File: config.mk
export PLATFORM = sky130hd
export DESIGN_NAME = vga_pixel_fetch_flat
export DESIGN_NICKNAME = d
export VERILOG_FILES = /design/src/rtl/vga_pixel_fetch_if.sv /design/src/rtl/vga_pixel_fetch.sv /design/src/flat_wrapper.sv
export SDC_FILE = /design/constraint.sdc
export NUM_CORES = 1
export LEC_CHECK = 0
export ABC_CLOCK_PERIOD_IN_PS = 3900
export BUFFER_PORTS_ARGS = -buffer_cell sky130_fd_sc_hd__buf_2
export CAP_MARGIN = 20
export CORE_MARGIN = 5
export CORE_UTILIZATION = 56
export DETAILED_ROUTE_END_ITERATION = 7
export PLACE_DENSITY = 0.76
export SYNTH_ARGS = -nofsm -noshare
export SYNTH_HDL_FRONTEND = slang
export SYNTH_SLANG_ARGS = --single-unit
File: constraint.sdc
create_clock -name clk -period 3.9 [get_ports clk]
set_input_delay 0 -clock clk [delete_from_list [all_inputs] [get_ports clk]]
set_output_delay 0 -clock clk [all_outputs]
set_load 0.05 [all_outputs]
File: src/rtl/vga_pixel_fetch_if.sv
// RAM read port between the pixel fetcher (master) and the shared data RAM (slave).
interface vga_pixel_fetch_if;
  logic        mem_req;
  logic [31:0] mem_addr;
  logic        mem_gnt;
  logic [31:0] mem_rdata;

  modport master (output mem_req, mem_addr, input  mem_gnt, mem_rdata);
  modport slave  (input  mem_req, mem_addr, output mem_gnt, mem_rdata);
endinterface

File: src/rtl/vga_pixel_fetch.sv
// Fetches 2-bpp framebuffer lines into a ping-pong line buffer and emits scaled RGB with matched sync/blank.
// Optional PALETTE_WR_EN adds a writable 4-entry palette (pal_we/pal_idx/pal_data).
module vga_pixel_fetch #(
  parameter int          H_ACTIVE = 640,
  parameter int          V_ACTIVE = 480,
  parameter int          SCALE    = 4,
  parameter logic [31:0] FB_BASE  = 32'h0000_0400
) (
  input  logic              clk,
  input  logic              reset,
  input  logic              pix_en,
  input  logic [9:0]        x,
  input  logic [9:0]        y,
  input  logic              active,
  input  logic              hsync_in,
  input  logic              vsync_in,
  vga_pixel_fetch_if.master mem,
`ifdef PALETTE_WR_EN
  input  logic              pal_we,
  input  logic [1:0]        pal_idx,
  input  logic [23:0]       pal_data,
`endif
  output logic [7:0]        r,
  output logic [7:0]        g,
  output logic [7:0]        b,
  output logic              hsync_out,
  output logic              vsync_out,
  output logic              blank_b_out,
  output logic              underrun
);
  localparam int WPL = (H_ACTIVE/SCALE)*2/32;
  localparam int IW  = (WPL > 1) ? $clog2(WPL) : 1;

  localparam logic [1:0] S_IDLE = 2'd0;
  localparam logic [1:0] S_REQ  = 2'd1;
  localparam logic [1:0] S_WAIT = 2'd2;
  localparam logic [1:0] S_DONE = 2'd3;

  typedef struct packed {
    logic hs;
    logic vs;
    logic act;
  } ctl_t;

  logic [1:0]    state;
  logic [IW-1:0] idx;
  logic [9:0]    src_row;
  logic          fetch_done, front, vs_prev;
  logic [31:0]   lbuf [2][WPL];

  logic [31:0]   xi, yi, pw, wsel;
  logic          frame_trig, line_trig, trig, swap_pt, do_toggle, front_rd;
  logic [9:0]    trig_row;
  logic [31:0]   rd_word;
  logic [4:0]    rd_shift;

  ctl_t          s1_ctl;
  logic [31:0]   s1_word;
  logic [4:0]    s1_shift;
  logic [1:0]    code;
  logic [23:0]   pal_rgb;

  always_comb begin
    xi         = {22'd0, x};
    yi         = {22'd0, y};
    frame_trig = pix_en && vsync_in && !vs_prev;
    line_trig  = pix_en && (xi == H_ACTIVE) && (yi < V_ACTIVE-1) && ((yi + 1) % SCALE == 0);
    trig       = frame_trig || line_trig;
    trig_row   = frame_trig ? 10'd0 : 10'((yi + 1) / SCALE);
    swap_pt    = pix_en && active && (xi == 0) && (yi % SCALE == 0);
    do_toggle  = swap_pt && fetch_done;
    // The swap strobe's own pixel must already come from the newly swapped-in line.
    front_rd   = front ^ do_toggle;
    pw         = xi / SCALE;
    wsel       = pw / 16;
    rd_shift   = 5'((pw % 16) * 2);
    rd_word    = '0;
    if (wsel < WPL) rd_word = lbuf[front_rd][wsel[IW-1:0]];
  end

  assign mem.mem_req  = (state == S_REQ);
  assign mem.mem_addr = FB_BASE + (32'(src_row) * 32'(WPL) + 32'(idx)) * 32'd4;

  always_ff @(posedge clk) begin
    if (reset) begin
      state      <= S_IDLE;
      idx        <= '0;
      src_row    <= '0;
      fetch_done <= 1'b0;
      front      <= 1'b0;
      vs_prev    <= 1'b1;
      underrun   <= 1'b0;
    end else begin
      if (pix_en) vs_prev <= vsync_in;
      case (state)
        S_IDLE: if (trig) begin
          state      <= S_REQ;
          src_row    <= trig_row;
          idx        <= '0;
          fetch_done <= 1'b0;
        end
        S_REQ:  if (mem.mem_gnt) state <= S_WAIT;
        S_WAIT: if (idx == IW'(WPL-1)) state <= S_DONE;
                else begin
                  idx   <= idx + 1'b1;
                  state <= S_REQ;
                end
        default: begin
          fetch_done <= 1'b1;
          state      <= S_IDLE;
        end
      endcase
      if (trig && state != S_IDLE) underrun <= 1'b1;
      if (swap_pt) begin
        if (fetch_done) begin
          front      <= ~front;
          fetch_done <= 1'b0;
        end else begin
          underrun   <= 1'b1;
        end
      end
    end
  end

  // Line buffer is deliberately not reset; a beat arriving during reset is dropped.
  always_ff @(posedge clk) begin
    if (!reset && state == S_WAIT) lbuf[~front][idx] <= mem.mem_rdata;
  end

  assign code = s1_word[s1_shift +: 2];

`ifdef PALETTE_WR_EN
  logic [3:0][23:0] pal_q;
  always_ff @(posedge clk) begin
    if (reset)       pal_q <= {24'hFFFFFF, 24'h00FF00, 24'hFF0000, 24'h000000};
    else if (pal_we) pal_q[pal_idx] <= pal_data;
  end
  assign pal_rgb = pal_q[code];
`else
  always_comb begin
    case (code)
      2'd0:    pal_rgb = 24'h000000;
      2'd1:    pal_rgb = 24'hFF0000;
      2'd2:    pal_rgb = 24'h00FF00;
      default: pal_rgb = 24'hFFFFFF;
    endcase
  end
`endif

  always_ff @(posedge clk) begin
    if (reset) begin
      s1_ctl      <= '{hs: 1'b1, vs: 1'b1, act: 1'b0};
      s1_word     <= '0;
      s1_shift    <= '0;
      {r, g, b}   <= 24'h0;
      hsync_out   <= 1'b1;
      vsync_out   <= 1'b1;
      blank_b_out <= 1'b0;
    end else if (pix_en) begin
      s1_ctl      <= '{hs: hsync_in, vs: vsync_in, act: active};
      s1_word     <= rd_word;
      s1_shift    <= rd_shift;
      {r, g, b}   <= s1_ctl.act ? pal_rgb : 24'h0;
      hsync_out   <= s1_ctl.hs;
      vsync_out   <= s1_ctl.vs;
      blank_b_out <= s1_ctl.act;
    end
  end
endmodule

File: src/flat_wrapper.sv
// flat-port wrapper written by rule: the top's interface ports become plain ports
module vga_pixel_fetch_flat 
#(
  parameter int          H_ACTIVE = 640,
  parameter int          V_ACTIVE = 480,
  parameter int          SCALE    = 4,
  parameter logic [31:0] FB_BASE  = 32'h0000_0400
)
  (clk, reset, pix_en, x, y, active, hsync_in, vsync_in, r, g, b, hsync_out, vsync_out, blank_b_out, underrun, mem_mem_req, mem_mem_addr, mem_mem_gnt, mem_mem_rdata);
  vga_pixel_fetch_if mem_i ();
  input  logic clk;
  input  logic reset;
  input  logic pix_en;
  input  logic [9:0] x;
  input  logic [9:0] y;
  input  logic active;
  input  logic hsync_in;
  input  logic vsync_in;
  output logic [7:0] r;
  output logic [7:0] g;
  output logic [7:0] b;
  output logic hsync_out;
  output logic vsync_out;
  output logic blank_b_out;
  output logic underrun;
  output wire logic [$bits(mem_i.mem_req)-1:0] mem_mem_req;
  output wire logic [$bits(mem_i.mem_addr)-1:0] mem_mem_addr;
  input wire logic [$bits(mem_i.mem_gnt)-1:0] mem_mem_gnt;
  input wire logic [$bits(mem_i.mem_rdata)-1:0] mem_mem_rdata;
  assign mem_mem_req = mem_i.mem_req;
  assign mem_mem_addr = mem_i.mem_addr;
  assign mem_i.mem_gnt = mem_mem_gnt;
  assign mem_i.mem_rdata = mem_mem_rdata;
  vga_pixel_fetch #(.H_ACTIVE(H_ACTIVE), .V_ACTIVE(V_ACTIVE), .SCALE(SCALE), .FB_BASE(FB_BASE)) u_core (.clk(clk), .reset(reset), .pix_en(pix_en), .x(x), .y(y), .active(active), .hsync_in(hsync_in), .vsync_in(vsync_in), .mem(mem_i), .r(r), .g(g), .b(b), .hsync_out(hsync_out), .vsync_out(vsync_out), .blank_b_out(blank_b_out), .underrun(underrun));
endmodule
==> impl_metrics.env <==
export IMPL_start_util_pct=56.3
export IMPL_critPathMaxFanout=5
export IMPL_fin_util_pct=64.1
export IMPL_ir_worst_vdd_mv=0.296
export IMPL_period_share_pct=98.2
export IMPL_wire_per_inst_um=25.4
export IMPL_tritoncts="done"
export IMPL_p_leak_nw=11.3
export IMPL_yosysSeqAreaShare_pct=67.8
export IMPL_finalPower_mw=16.0
export IMPL_clockPowerShare_pct=42.8
export IMPL_p_sw_mw=3.47
export IMPL_avgSynthCellArea_um2=13.0
export IMPL_ys_seq_elements=703
export IMPL_arrival_ns=3.83
export IMPL_p_comb_share_pct=5.3
export IMPL_die_h_um=242
export IMPL_p_sw_share_pct=21.7
export IMPL_routed_top_layer="met4"
export IMPL_met3_length_um=9850
export IMPL_num_rows=85
export IMPL_grt_first_pass_wirelength_um=122000
export IMPL_ys_flop_type="edfxtp_1"
export IMPL_cts_root_buf="clkbuf_16"
export IMPL_hpwl_um=42900
export IMPL_outcome="finished, final reports clean"
export IMPL_clk_pin_slew_worst_paths_ns=0.06
export IMPL_clk_insertion_delay_late_ns=0.60
export IMPL_synth_edf_count=640
export IMPL_setup_violations=0
export IMPL_endpoint_kind="output pin"
export IMPL_synth_distinct_cells=63
export IMPL_p_seq_share_pct=51.9
export IMPL_die_x_um=242
export IMPL_htree_levels=3
export IMPL_ys_warn_count=0
export IMPL_path_class="reg -> out"
export IMPL_die_area_um2=58700
export IMPL_io_buffers=100
export IMPL_drv_cap=0
export IMPL_drt_wl_total_um=80600
export IMPL_place_gp_congestion=0.861
export IMPL_slew_headroom_pct=31.0
export IMPL_grt_pass1_vias=20500
export IMPL_max_freq_mhz=261
export IMPL_drtPass1Iterations=6
export IMPL_ios=120
export IMPL_pwr_density_cell_nw_per_um2=466
export IMPL_nFillCells=3780
export IMPL_drive_gt1_share_pct=13.3
export IMPL_ant_nets=0
export IMPL_cts_buffer_depth=3
export IMPL_cp_required_ns=3.90
export IMPL_stdcell_area_um2=34400
export IMPL_rsz0062_at_grt="yes"
export IMPL_nets=2505
export IMPL_wl_met1_um=30800
export IMPL_grt_antenna_before_repair=1
export IMPL_final_max_slew_violation_count=0
export IMPL_hold_path_class="in -> reg"
export IMPL_overflow=0
export IMPL_fin_crit_ns=3.83
export IMPL_tns_ns=0
export IMPL_core_area_um2=53600
export IMPL_vias=21000
export IMPL_drt_iter0_drc=2898
export IMPL_syn_inst=2320
export IMPL_async_flop_share_pct=0
export IMPL_clock_sinks=703
export IMPL_place_area_um2=31300
export IMPL_clock_skew_ns=0.0308
export IMPL_drcViolationCount=0
export IMPL_routed_wl_met2_um=36800
export IMPL_worstSetupStartpointType="register"
export IMPL_avgViaCountPerCell=6.62
export IMPL_area_delta_synth_final_pct=13.8
export IMPL_hold_viol_final=0
export IMPL_grt_max_degree=137
export IMPL_track_usage_pct=26.7
export IMPL_cts_buffers=72
export IMPL_syn_area_um2=30200
export IMPL_cellInternalPower_mw=12.5
export IMPL_worst_slew_pin_slew_ns=1.04
==> registers in the layout, summed over array words and instances, names as in the netlist, 2 cells and up <==
| register | flops |
|---|---|
| u_core.idx | 4 |
| u_core.src_row | 9 |
| u_core.lbuf | 640 |
| u_core.s1_ctl | 3 |
| u_core.s1_word | 32 |
| u_core.state | 2 |
| u_core.s1_shift | 4 |
==> area by class of cell <==
cell class | count | area (µm²) | area share [%]
Timing Repair Buffer | 224 | 1730 | 5.03
Inverter | 19 | 71.3 | 0.207
Sequential cell | 703 | 20500 | 59.6
Tap cell | 696 | 871 | 2.53
Multi-Input combinational cell | 1398 | 8890 | 25.9
Clock inverter | 36 | 332 | 0.964
Clock buffer | 93 | 2000 | 5.83
Antenna cell | 1 | 2.50 | 0.00728
==> cell usage after synthesis (33+ instances only) <==
library cell / count / area share [%]
a31oi_1: 73 / 1.5
edfxtp_1: 640 / 64
and3_1: 36 / 0.75
buf_4: 45 / 1.1
nand2_1: 290 / 3.6
nor2_1: 91 / 1.1
mux2i_1: 97 / 3.2
o31ai_1: 37 / 0.92
or3_1: 35 / 0.72
nor3_1: 76 / 1.3
buf_2: 33 / 0.55
clkbuf_1: 128 / 1.6
a221oi_1: 52 / 1.5
nand3_1: 99 / 1.6
a21oi_1: 111 / 1.8
o21ai_0: 139 / 2.3
dfxtp_1: 63 / 4.2
==> repair_timing <==
item	CTS	global route
gates cloned	0	0
pin swaps	0	4
setup endpoints to repair	3	2
endpoints found under the hold margin	668	0
resized for setup	9	5
hold buffers	63	0
setup buffers	0	3
==> metal layers <==
| metal | vias to the layer above | global-route usage [%] |
|---|---|---|
| li1 | 9115 | - |
| met1 | 10300 | 37.0 |
| met2 | 1356 | 41.3 |
| met3 | 219 | 6.21 |
| met4 | 0 | 11.1 |
| met5 | - | 0 |
==> kinds of logic (layout without fill, tap and decap cells) <==
| family | after synthesis | after routing | share of synthesized area, % |
|---|---|---|---|
| buffers and inverters | 237 | 372 | 3.79 |
| AOI/OAI and AO/OA | 546 | 546 | 12.2 |
| muxes | 109 | 109 | 4.03 |
| adders and majority gates | 28 | 28 | 1.21 |
| and+or+nand+nor | 671 | 671 | 10.2 |
| DFF | 703 | 703 | 67.8 |
| other | 1 | 20 | 0.0124 |
| xor gates and xnor gates | 25 | 25 | 0.787 |
==> placed cells by master (no fill, tap or decap), types with 20 or more instances in the layout <==
cell	instances
a21oi_1	111
a221oi_1	52
a31oi_1	73
a32o_1	29
a41oi_1	29
and3_1	36
buf_2	97
buf_4	53
clkbuf_16	75
dfxtp_1	62
dlygate4sd3_1	63
edfxtp_1	640
ha_1	25
mux2i_1	97
nand2_1	289
nand3_1	99
nor2_1	67
nor2_4	21
nor3_1	73
o21ai_0	138
o311ai_0	20
o31ai_1	37
or3_1	35
==> power groups by stage <==
stage / sequential (mW) / clock [mW] / combinational (mW)
5_1_grt: 8.31 / 7.22 / 0.916
3_3_place_gp: 8.47 / 0 / 0.753
2_1_floorplan: 8.46 / 0 / 0.498
4_1_cts: 8.31 / 6.90 / 0.838
3_5_place_dp: 8.47 / 0 / 0.777
6_report: 8.31 / 6.85 / 0.855
==> worst max-delay path, cell delays in order, from the launching register on <==
cell and delay (ns):
dfxtp_1 0.36, ha_1 0.30, ha_1 0.18, inv_1 0.07, fa_1 0.53, nor4b_4 0.35
o2111ai_4 0.20, xnor2_2 0.21, ha_2 0.26, nand2b_1 0.09, nor4b_1 0.24, o21ai_0 0.11
o211ai_1 0.10, buf_4 0.23
==> metrics by stage <==
stage	setup WS, ns	hold slack [ns]	std cells
CTS	0.0126	0.0387	3166
global placement	0.410	0.210	2974
floorplan	0.120	0.0989	2338
global route	-0.0749	0.0670	3170
finish	0.0710	0.0733	3170
detailed placement	0.246	0.219	2974
==> final timing paths <==
kind / start / end / slack (ns) / cells past startpoint
max: u_core.src_row[1]$_SDFFE_PP0P_ / mem_mem_addr[14] / 0.07 / 13
min: y[0] / u_core.src_row[0]$_SDFFE_PP0P_ / 0.07 / 6
max reg2reg: u_core.fetch_done$_SDFF_PP0_ / u_core.s1_word[27]$_SDFFE_PP0P_ / 0.86 / 8
min reg2reg: u_core.s1_ctl[2]$_SDFFE_PP1P_ / u_core.hsync_out$_SDFFE_PP1P_ / 0.47 / 1
(Power assumes the default switching activity.)
